File: src/rtl/dma_pkg.sv
// Shared types for the DMA sequencer and its address generator:
// decoded address-control commands and the generator's frame state.
package dma_pkg;

  typedef enum logic [2:0] {
    CMD_NOP    = 3'd0,
    CMD_XSTEP  = 3'd1,
    CMD_YSTEP  = 3'd2,
    CMD_PSTEP  = 3'd3,
    CMD_RELOAD = 3'd4
  } adctl_cmd_e;

  typedef enum logic [1:0] {
    ST_IDLE   = 2'd0,
    ST_ACTIVE = 2'd1,
    ST_DONE   = 2'd2
  } ag_state_e;

endpackage

File: src/rtl/dma_adctl_decode.sv
// Decodes the active-low adctlp* bus into a command enum; codes 5-7 decode
// to NOP with rsvd raised so callers can flag them.
module dma_adctl_decode
  import dma_pkg::*;
(
  input  logic       adctlp2b,
  input  logic       adctlp1b,
  input  logic       adctlp0b,
  output adctl_cmd_e cmd,
  output logic       rsvd
);

  logic [2:0] code;
  assign code = ~{adctlp2b, adctlp1b, adctlp0b};

  always_comb begin
    cmd  = CMD_NOP;
    rsvd = 1'b0;
    case (code)
      3'd0:    cmd  = CMD_NOP;
      3'd1:    cmd  = CMD_XSTEP;
      3'd2:    cmd  = CMD_YSTEP;
      3'd3:    cmd  = CMD_PSTEP;
      3'd4:    cmd  = CMD_RELOAD;
      default: rsvd = 1'b1;
    endcase
  end

endmodule

File: src/rtl/dma_addr_gen.sv
// 2-D DMA address generator: steps row/column addresses on sequencer commands
// and returns registered xskip/yskip/page flags. DMA_ADDR_GEN_ERRCHK_EN enables err.
module dma_addr_gen
  import dma_pkg::*;
#(
  parameter int AW = 16,
  parameter int XW = 8,
  parameter int YW = 8,
  parameter int PW = 8
) (
  input  logic          clk,
  input  logic          rst,
  input  logic          cfg_load,
  input  logic [AW-1:0] cfg_base,
  input  logic [AW-1:0] cfg_stride,
  input  logic [XW-1:0] cfg_xcount,
  input  logic [YW-1:0] cfg_ycount,
  input  logic          adctlp0b,
  input  logic          adctlp1b,
  input  logic          adctlp2b,
  output logic [AW-1:0] addr,
  output logic          xskip,
  output logic          yskip,
  output logic          page,
  output logic          busy,
  output logic          done,
  output logic          err
);

  localparam logic [AW-1:0] PMASK = {{(AW-PW){1'b0}}, {PW{1'b1}}};

  ag_state_e     state_q, state_d;
  adctl_cmd_e    cmd;
  logic          rsvd;
  logic          frame_end, do_ystep;
  logic [AW-1:0] addr_q, addr_d, row_base_q, row_base_d;
  logic [AW-1:0] base_q, base_d, stride_q, stride_d;
  logic [XW-1:0] x_q, x_d, xlast_q, xlast_d;
  logic [YW-1:0] y_q, y_d, ylast_q, ylast_d;
  logic          xskip_q, xskip_d, yskip_q, yskip_d, page_q, page_d;

  dma_adctl_decode u_dec (
    .adctlp2b (adctlp2b),
    .adctlp1b (adctlp1b),
    .adctlp0b (adctlp0b),
    .cmd      (cmd),
    .rsvd     (rsvd)
  );

  // Flags are registered, so the last-cell test uses the current _q flags.
  assign frame_end = (state_q == ST_ACTIVE) && xskip_q && yskip_q &&
                     (cmd == CMD_XSTEP || cmd == CMD_YSTEP);

  always_ff @(posedge clk) begin
    if (rst) state_q <= ST_IDLE;
    else     state_q <= state_d;
  end

  always_comb begin
    state_d = state_q;
    case (state_q)
      ST_IDLE:   if (cfg_load) state_d = ST_ACTIVE;
      ST_ACTIVE: if (frame_end) state_d = ST_DONE;
      ST_DONE:   state_d = ST_IDLE;
      default:   state_d = ST_IDLE;
    endcase
  end

  always_comb begin
    busy = (state_q == ST_ACTIVE);
    done = (state_q == ST_DONE);
  end

  always_comb begin
    addr_d     = addr_q;
    row_base_d = row_base_q;
    base_d     = base_q;
    stride_d   = stride_q;
    x_d        = x_q;
    y_d        = y_q;
    xlast_d    = xlast_q;
    ylast_d    = ylast_q;
    do_ystep   = 1'b0;
    if (state_q == ST_IDLE && cfg_load) begin
      base_d     = cfg_base;
      stride_d   = cfg_stride;
      xlast_d    = (cfg_xcount == '0) ? '0 : cfg_xcount - XW'(1);
      ylast_d    = (cfg_ycount == '0) ? '0 : cfg_ycount - YW'(1);
      addr_d     = cfg_base;
      row_base_d = cfg_base;
      x_d        = '0;
      y_d        = '0;
    end else if (state_q == ST_ACTIVE && !frame_end) begin
      case (cmd)
        CMD_XSTEP: begin
          if (xskip_q) do_ystep = 1'b1;
          else begin
            addr_d = addr_q + AW'(1);
            x_d    = x_q + XW'(1);
          end
        end
        CMD_YSTEP:  do_ystep = 1'b1;
        CMD_PSTEP:  addr_d = (addr_q | PMASK) + AW'(1);
        CMD_RELOAD: begin
          addr_d     = base_q;
          row_base_d = base_q;
          x_d        = '0;
          y_d        = '0;
        end
        default: ;
      endcase
      if (do_ystep) begin
        row_base_d = row_base_q + stride_q;
        addr_d     = row_base_q + stride_q;
        x_d        = '0;
        y_d        = y_q + YW'(1);
      end
    end
  end

  always_comb begin
    xskip_d = (state_d == ST_ACTIVE) && (x_d == xlast_d);
    yskip_d = (state_d == ST_ACTIVE) && (y_d == ylast_d);
    page_d  = (state_d == ST_ACTIVE) && (&addr_d[PW-1:0]);
  end

  always_ff @(posedge clk) begin
    if (rst) begin
      addr_q     <= '0;
      row_base_q <= '0;
      base_q     <= '0;
      stride_q   <= '0;
      x_q        <= '0;
      y_q        <= '0;
      xlast_q    <= '0;
      ylast_q    <= '0;
      xskip_q    <= 1'b0;
      yskip_q    <= 1'b0;
      page_q     <= 1'b0;
    end else begin
      addr_q     <= addr_d;
      row_base_q <= row_base_d;
      base_q     <= base_d;
      stride_q   <= stride_d;
      x_q        <= x_d;
      y_q        <= y_d;
      xlast_q    <= xlast_d;
      ylast_q    <= ylast_d;
      xskip_q    <= xskip_d;
      yskip_q    <= yskip_d;
      page_q     <= page_d;
    end
  end

  assign addr  = addr_q;
  assign xskip = xskip_q;
  assign yskip = yskip_q;
  assign page  = page_q;

`ifdef DMA_ADDR_GEN_ERRCHK_EN
  logic err_q, err_d;

  always_comb begin
    err_d = err_q;
    if (state_q == ST_IDLE && cfg_load)        err_d = 1'b0;
    else if (state_q == ST_ACTIVE && rsvd)     err_d = 1'b1;
  end

  always_ff @(posedge clk) begin
    if (rst) err_q <= 1'b0;
    else     err_q <= err_d;
  end

  assign err = err_q;
`else
  logic unused_rsvd;
  assign unused_rsvd = rsvd;
  assign err = 1'b0;
`endif

endmodule

File: config.mk
export PLATFORM = sky130hd
export DESIGN_NAME = dma_addr_gen
export DESIGN_NICKNAME = d
export VERILOG_FILES = /design/src/rtl/dma_pkg.sv /design/src/rtl/dma_adctl_decode.sv /design/src/rtl/dma_addr_gen.sv
export SDC_FILE = /design/constraint.sdc
export NUM_CORES = 1
export LEC_CHECK = 0
export ABC_AREA = 1
export CAP_MARGIN = 30
export CELL_PAD_IN_SITES_DETAIL_PLACEMENT = 0
export CELL_PAD_IN_SITES_GLOBAL_PLACEMENT = 2
export CORE_MARGIN = 1
export CORE_UTILIZATION = 33
export CTS_CLUSTER_SIZE = 20
export DETAILED_ROUTE_END_ITERATION = 16
export PLACE_DENSITY = 0.92
export SLEW_MARGIN = 20
export SYNTH_ARGS = -nofsm -noshare
export SYNTH_HDL_FRONTEND = slang
export SYNTH_SLANG_ARGS = --single-unit
File: constraint.sdc
create_clock -name clk -period 4.9 [get_ports clk]
set_input_delay 0.49 -clock clk [delete_from_list [all_inputs] [get_ports clk]]
set_output_delay 0.49 -clock clk [all_outputs]
set_load 0.02 [all_outputs]
==> metrics.txt, run 1 <==
CP Capture Type=register; XOR/XNOR Fraction of Synth Area=under 10%; full die area=21430 sq um; Post-synth EDFFs=0; Final ANT Viol Nets=0; Hold Fails Final Rpt=0; CTS buffer count=9; via count=between 7k and 8k; Hold Buf Count CTS=0; max-slew violations=0; Finished Core Util=between 30 and 40%; Starting Density=approximately a third; Worst EP arrival=roughly 3.3 ns; clock buffer depth=2; Die Wd=around 150 um; critical path class=primary input to register; Wirelength per Cell=between 10 and 15 um; mux share of post-synthesis cell area=0%; CP Data Required Time=slightly above 5 ns; setup TNS=0 ns; post-CTS resize count=0; share of the synthesized area in the top cell type=29.38%; fraction of layout cells with a size suffix above 1=between 4 and 5%; htree depth=3; CTS Sinks=101; std cell rows=52; setup repair after global routing missed its margin=no; largest net degree at the start of global routing=77; Hold Path Class=register to register; initial antenna violation count=0; area of the multi-input gates=around 4100 sq um; # port buffers=74; post-route cell area=between 8000 and 9000 sq um; Post-Syn Instances=1125; Core Box Area=20360 sq um; register area=2022 sq um; Hold Slack=0.4855 ns; post-placement setup slack=1.456 ns; worst setup margin=1.852 ns; ranking of synthesized cells by area=dfxtp_1 29%, nand2_1 17%, nor2_1 8.8%, inv_1 6.9%, nand3_1 6.8%; Mapped Area=around 6900 sq um; final setup vio count=0; I/O pin cnt=76; VDD IR max=0.1659 mV; number of DRC markers after the initial detailed-route iteration=364; CP max FO=43; number of setup buffers added after CTS=0; drt first pass iters=5; Layout Area Growth over Synthesis=16.85%; CTS root buf=clkbuf_16; status=finished, final reports clean; Final Critical Period=3.048 ns; Die Y=146.4 um; Synth Area in Compound Gates=about 15%; Post-synth top flop=dfxtp_1; P_leak=3.563 nW; pwr/cell area=274.8 nW/um^2; Post-Synth Simple-Gate Area=roughly two fifths; vias in the first global route=between 6k and 7k; asr flop ratio synth=0%; routed wire length=21.51 mm; via/cell ratio=4.991; fin crit share=62.21%; adder-cell area share of the yosys netlist=around 4.1%; Max Freq=roughly 330 MHz; YS warnings=0; number of nets in the layout=1247; n_diodes=0; Clock Latency Late Sink=0.36 ns; Synth Net Count=approximately 1.2k; global-route wire length before repair=34.91 mm; # fillers=2286; synthesized area per cell=6.117 sq um; Routability Congestion=between 0.8 and 0.9; Max transition margin=37.32%; worst-margin pin slew=just over 0.9 ns; count of unique library cells instantiated by Yosys=48; register area share after synthesis=29.38%; Worst-path clk slew=about 0.070 ns; CTS tree=yes; total grt overflow=0; Seq cells post-synth=101; Clock Skew=between 0.004 and 0.005 ns; startpoint types=primary input; largest family of logic cells by synthesized area=simple AND/OR/NAND/NOR gates; max-cap viol count=0; drc violations=0; top cell type by total area after synthesis=dfxtp_1; Placement Cell Area=roughly 7700 sq um; Detail Placement HPWL=15.89 mm; Tot GR Track Use=20.55%
worst max-delay path, cell delays in order:
cell,delay [ns]
clkdlybuf4s50_1,0.58
nand2_1,0.13
nor2_2,0.41
nand2_2,0.15
nand2_4,0.40
inv_2,0.34
nand2_1,0.22
a21oi_4,0.11
inv_1,0.20
o21ai_0,0.10
a21oi_1,0.16
placed cells by master (no fill, tap or decap), drive strengths merged:
cell,Yosys,layout
a22o,1,1
clkinv,0,1
dfxtp,101,101
conb,1,1
ha,21,21
nand3,101,101
inv,130,130
clkdlybuf4s50,0,73
clkinvlp,0,1
buf,25,7
nor3,6,6
and2,2,2
o2111ai,1,1
nor4,1,1
or2,3,3
clkbuf,20,12
o21ai,78,78
o22ai,4,4
bufinv,0,1
o21bai,5,5
fa,1,1
a31oi,10,10
a21boi,1,1
a22oi,2,2
a21oi,76,76
nand4,26,26
o221ai,2,2
nor2,166,166
o211ai,5,5
xnor2,4,4
nand3b,3,3
nand2,313,313
a211oi,2,2
xor2,14,14
synth_stat cells (3+ instances only):
master,instances
inv_1,127
o21ai_0,76
nand2_2,5
ha_1,21
nor2_2,3
nand3_1,94
clkbuf_1,19
a31oi_1,10
xor2_1,14
buf_2,14
o22ai_1,4
nand2_1,307
dfxtp_1,101
buf_6,6
o21bai_1,4
o211ai_1,5
a21oi_1,74
nor2_1,162
nand3_2,7
inv_2,3
nor3_1,5
nand3b_1,3
xnor2_1,4
nand4_1,25
worst paths after layout:
check / start / end / slack [ns] / cells past startpoint
worst min register to register: base_q[13]$_SDFFE_PP0P_ / base_q[13]$_SDFFE_PP0P_ / 0.49 / 2
worst min-delay path: base_q[13]$_SDFFE_PP0P_ / base_q[13]$_SDFFE_PP0P_ / 0.49 / 2
worst max-delay path: adctlp2b / addr[15]$_SDFFE_PP0P_ / 1.85 / 11
worst max register to register: xskip$_SDFF_PP0_ / row_base_q[8]$_SDFFE_PP0P_ / 2.42 / 10
through the flow:
| stage | total power, mW | instances |
|---|---|---|
| global placement | 1.487 | 1430 |
| CTS | 2.227 | 1445 |
| global route | 2.333 | 1445 |
| floorplan | 1.300 | 1125 |
| finish | 2.210 | 1445 |
| detailed placement | 1.486 | 1430 |
per-layer routing:
metal  global-route usage, %  routed length [um]
met1                   25.64                9814
met2                   36.02               10540
met5                       0                   0
met4                   6.875                 486
met3                   3.031                 664
sequential cells by signal (all words and copies together) (netlist names):
signal	flops
addr	16
base_q	16
row_base_q	16
stride_q	16
x_q	8
xlast_q	8
y_q	8
ylast_q	8
state_q	2
page	1
xskip	1
yskip	1
logic make-up (layout without fill, tap and decap cells):
group / count (synthesis) / in the layout
AOI/OAI and AO/OA: 187 / 187
and+or+nand+nor: 621 / 621
other: 1 / 1
xor gates and xnor gates: 18 / 18
DFF: 101 / 101
buffers and inverters: 175 / 225
adders and majority gates: 22 / 22
final cells by class:
type | instances | share of cell area (%)
Clock buffer | 12 | 3.065
Clock inverter | 3 | 0.5757
Inverter | 130 | 6.068
Multi-Input combinational cell | 849 | 51.24
Sequential cell | 101 | 25.14
Tap cell | 270 | 4.201
Timing Repair Buffer | 80 | 9.709
power breakdown:
group	switching [mW]	total, mW	internal (mW)
Combinational	0.337	0.535	0.198
Clock	0.334	0.743	0.409
Sequential	0.0522	0.931	0.879
Total	0.723	2.21	1.49
Note: power is estimated with default switching activity, not from simulation.
==> inputs of run 2 (changes only) <==
Settings changed: CORE_UTILIZATION 33 to 28, PLACE_DENSITY 0.92 to 0.84.
Clock period 4.9 ns to 2.46 ns, I/O delays scaled along.
==> metrics.txt, run 2 (same netlist as run 1, synthesis figures left out) <==
initial antenna violation count=0; Hold Path Class=primary input to register; std cell rows=57; commonest non-fill, non-tap cells in the layout=307 x nand2_1, 162 x nor2_1, 126 x inv_1; most common cell after layout, fill and taps aside=nand2_1; fin crit share=85.53%; I/O pin cnt=between 70 and 80; max-cap viol count=0; register area=2022 sq um; htree depth=3; # fillers=2705; Die Wd=158.8 um; worst-margin pin slew=0.6382 ns; startpoint types=register; r2r endpoint=addr[13]$_SDFFE_PP0P_; Max transition margin=57.29%; setup repair after global routing missed its margin=no; global-route wire length before repair=35.34 mm; reg2reg setup slack=0.36 ns; Worst EP arrival=2.35 ns; Hold Buf Count CTS=0; Starting Density=around 28%; Final ANT Viol Nets=0; Final Critical Period=2.104 ns; Routability Congestion=0.8413; VDD IR max=0.3109 mV; vias in the first global route=6978; routed wire length=about 22 mm; CP max FO=13; n_diodes=0; Max Freq=475.3 MHz; delay-heaviest family, CP=compound AO/OA/AOI/OAI gates; # port buffers=74; RR Startpoint=state_q[0]$_SDFF_PP0_; worst path cell trace=nand2_1 -> nor2_1 -> a21oi_2 -> buf_4 -> buf_4 -> a21oi_4 -> inv_1 -> o21ai_0 -> a21oi_1; post-CTS resize count=0; slowest stage delay, CP=0.41 ns; pwr/cell area=525.7 nW/um^2; Die Y=roughly 160 um; drt first pass iters=5; largest net degree at the start of global routing=53; final setup vio count=0; total grt overflow=0; full die area=25210 sq um; number of nets in the layout=1282; HP Start=rst; drc violations=0; Crit path buffers/inverters=3; status=finished, final reports clean; fraction of layout cells with a size suffix above 1=6.936%; max-slew violations=0; Tot GR Track Use=between 10% and 20%; Worst Reg2Reg Path Length in Cells=9; worst setup margin=~0.36 ns; Worst-path clk slew=0.08 ns; CTS buffer count=9; via count=7200; area of the multi-input gates=4120 sq um; CP Capture Type=register; setup TNS=0 ns; Layout Area Growth over Synthesis=22.24%; Crit-path slowest cell=dfxtp_1; via/cell ratio=4.691; Wirelength per Cell=between 10 and 15 um; P_leak=3.749 nW; CTS tree=yes; CTS root buf=clkbuf_16; total power=4.422 mW; Core Box Area=24180 sq um; most frequent CP cell=buf_4; post-placement setup slack=around 0.034 ns; clock buffer depth=2; Hold EP=state_q[0]$_SDFF_PP0_; CP Data Required Time=2.70 ns; CTS Sinks=101; critical path class=register to register; number of setup buffers added after CTS=0; Hold Fails Final Rpt=0; Clock Skew=between 0.01 and 0.015 ns; Detail Placement HPWL=16.86 mm; hold depth=2; number of DRC markers after the initial detailed-route iteration=451; Clock Latency Late Sink=around 0.36 ns
run 2: through the flow:
stage,cells,util [%],cell area (sq um),hold WS (ns)
6_report,1535,34.79,8412,0.1826
5_1_grt,1535,34.79,8412,0.1771
4_1_cts,1535,34.79,8412,0.1624
3_5_place_dp,1519,33.62,8129,0.4784
3_3_place_gp,1519,33.62,8129,0.4713
2_1_floorplan,1125,-,6882,0.3809
run 2: worst max-delay path by stage:
| stage | start | endpoint | slack, ns | cells past startpoint |
|---|---|---|---|---|
| 6_report | state_q[0]$_SDFF_PP0_ | addr[13]$_SDFFE_PP0P_ | 0.36 | 9 |
| 5_1_grt | stride_q[0]$_SDFFE_PP0P_ | row_base_q[8]$_SDFFE_PP0P_ | 0.08 | 13 |
| 4_1_cts | stride_q[0]$_SDFFE_PP0P_ | row_base_q[8]$_SDFFE_PP0P_ | 0.33 | 13 |
| 3_5_place_dp | adctlp2b | yskip$_SDFF_PP0_ | 0.03 | 16 |
| 3_3_place_gp | adctlp2b | xskip$_SDFF_PP0_ | 0.09 | 14 |
| 2_1_floorplan | addr[0]$_SDFF_PP0_ | addr[14]$_SDFFE_PP0P_ | 0.60 | 11 |
run 2: layout make-up:
type,count,share of cell area [%]
multi-input combinational,849,48.98
sequential,101,24.04
timing repair buffer,115,13.00
inverter,130,5.801
tap,324,4.819
clock buffer,10,2.722
clock inverter,6,0.6396
run 2: power breakdown:
part / internal, mW / switching [mW]
Clock: 0.707 / 0.731
Sequential: 1.75 / 0.0944
Combinational: 0.449 / 0.690
run 2: per-layer routing:
| metal | part of all wire, % | track usage [%] | vias to the layer above |
|---|---|---|---|
| li1 | - | - | 3806 |
| met1 | 47 | 22.13 | 3264 |
| met2 | 49 | 30.90 | 111 |
| met3 | 2.9 | 2.717 | 19 |
| met4 | 1.3 | 4.501 | 0 |
| met5 | 0 | 0 | - |
==> inputs of run 3 (changes only) <==
Settings changed: CORE_MARGIN 1 to default, CORE_UTILIZATION 28 to 27, MAX_ROUTING_LAYER from default to met4, PLACE_DENSITY 0.84 to 0.82, SYNTH_HIERARCHICAL from default to 1.
==> metrics.txt, run 3 <==
drt first pass iters=5; Hold Buf Count CTS=0; std cell rows=57; Layout Area Growth over Synthesis=26.51%; setup repair after global routing missed its margin=no; Final ANT Viol Nets=0; critical path class=register to register; r2r endpoint=page$_SDFF_PP0_; most common cell after layout, fill and taps aside=nand2_1; clock buffer depth=2; via/cell ratio=4.652; Hold Path Class=primary input to register; full die area=25870 sq um; global-route wire length before repair=roughly 37 mm; Die Y=160.8 um; # port buffers=74; Detail Placement HPWL=17.94 mm; routed wire length=22.69 mm; fin crit share=between 90 and 100%; final setup vio count=0; Crit-path slowest cell=o21ai_0; CP Data Required Time=2.71 ns; HP Start=rst; CTS buffer count=9; crit path launch=row_base_q[2]$_SDFFE_PP0P_; YS warnings=6; CTS Sinks=~100; RR Startpoint=row_base_q[2]$_SDFFE_PP0P_; most frequent CP cell=nand2_1; CP Capture Type=register; CTS tree=yes; Finished Core Util=35.12%; worst path cell trace=ha_1 -> or2_2 -> nand3_1 -> nand2_1 -> nand2_1 -> nand2_1 -> o21ai_0 -> nand2_1 -> a21oi_1 -> nor2_1; startpoint types=register; via count=7253; Mapped Area=6812 sq um; Hold Fails Final Rpt=0; synthesized area per cell=6.076 sq um; Die Wd=160.8 um; Worst EP arrival=2.51 ns; CP max FO=5; number of DRC markers after the initial detailed-route iteration=447; pwr/cell area=541.0 nW/um^2; CP endpoint=page$_SDFF_PP0_; total power=about 4.7 mW; htree depth=3; Clock Skew=0.01505 ns; fraction of layout cells with a size suffix above 1=about 8.5%; Wirelength per Cell=roughly 15 um; Synth Net Count=1199; Worst Reg2Reg Path Length in Cells=10; I/O pin cnt=76; Starting Density=27.76%; Worst-path clk slew=0.08 ns; P_leak=3.882 nW; Tot GR Track Use=18.51%; Clock Latency Late Sink=0.36 ns; largest net degree at the start of global routing=38; Post-Syn Instances=1121; Max Freq=between 400 and 500 MHz; n_diodes=0; drc violations=0; CTS root buf=clkbuf_16; VDD IR max=about 0.42 mV; total grt overflow=0; Routability Congestion=roughly 0.89; Final Critical Period=2.264 ns; vias in the first global route=7091; status=finished, final reports clean; hold depth=3; reg2reg setup slack=between 0.15 and 0.2 ns; number of nets in the layout=~1.3k; initial antenna violation count=0; max-cap viol count=0; commonest non-fill, non-tap cells in the layout=303 x nand2_1, 159 x nor2_1, 120 x inv_1; max-slew violations=0; slowest stage delay, CP=0.36 ns; Core Box Area=24530 sq um
==> run 3: cell count changes in the layout (fill, tap and decap cells not counted), moves of 5 or more <==
cell,before,now
a21oi_1,74,79
buf_4,37,63
inv_1,126,120
nand3_1,94,101
nand3_2,7,1
nand4_1,25,20
o21ai_0,76,81
==> run 3: per-stage QoR <==
stage | hold WS [ns] | std cells | instance area (sq um) | worst slack, ns | TNS [ns]
2_1_floorplan | 0.3809 | 1121 | 6812 | 0.6082 | 0
3_3_place_gp | 0.4630 | 1543 | 8289 | -0.06911 | -0.1243
3_5_place_dp | 0.4637 | 1543 | 8289 | -0.1247 | -0.6129
4_1_cts | 0.3737 | 1559 | 8616 | 0.1756 | 0
5_1_grt | 0.3937 | 1559 | 8617 | 0.004380 | 0
6_report | 0.3898 | 1559 | 8617 | 0.1962 | 0
==> run 3: layout make-up <==
cell class,count,area (sq um)
Multi-Input combinational cell,855,4131
Inverter,123,461.7
Clock inverter,7,101.3
Tap cell,324,405.4
Sequential cell,101,2023
Clock buffer,9,225.2
Fill cell,2772,15920
Timing Repair Buffer,140,1269
==> run 3: how the worst min path moves through the flow <==
stage / to
floorplan: stride_q[15]$_SDFFE_PP0P_
global placement: ylast_q[3]$_SDFF_PP0_
detailed placement: ylast_q[3]$_SDFF_PP0_
CTS: x_q[6]$_SDFF_PP0_
global route: x_q[0]$_SDFF_PP0_
finish: x_q[6]$_SDFF_PP0_
==> run 3: timing repair <==
action	4_1_cts	5_1_grt
gates resized for setup	0	1
setup buffers	0	0
setup endpoints to repair	0	1
==> run 3: worst max-delay path: cells and delay by family (launching register included) <==
kind | cells | cell delay (ns)
simple gates | 7 | 0.87
flops | 1 | 0.33
compound gates | 2 | 0.59
fa+ha+maj | 1 | 0.35
==> run 3: metal layers <==
metal  vias to the layer above  part of all wire, %  wire, um  global-route usage, %
met3                        18                  3.0       678                  2.324
met4                         0                  1.3       294                  4.202
met1                      3255                   47     10780                  23.14
li1                       3861                    -         -                      -
met5                         -                    0         0                      -
met2                       119                   48     10940                  31.66
==> run 3: power breakdown <==
group | internal [mW] | leakage, nW | total (mW) | switching [mW]
clock network | 0.827 | 0.156 | 1.59 | 0.760
registers | 1.75 | 0.831 | 1.85 | 0.0932
logic | 0.493 | 2.90 | 1.23 | 0.736
total | 3.07 | 3.88 | 4.66 | 1.59
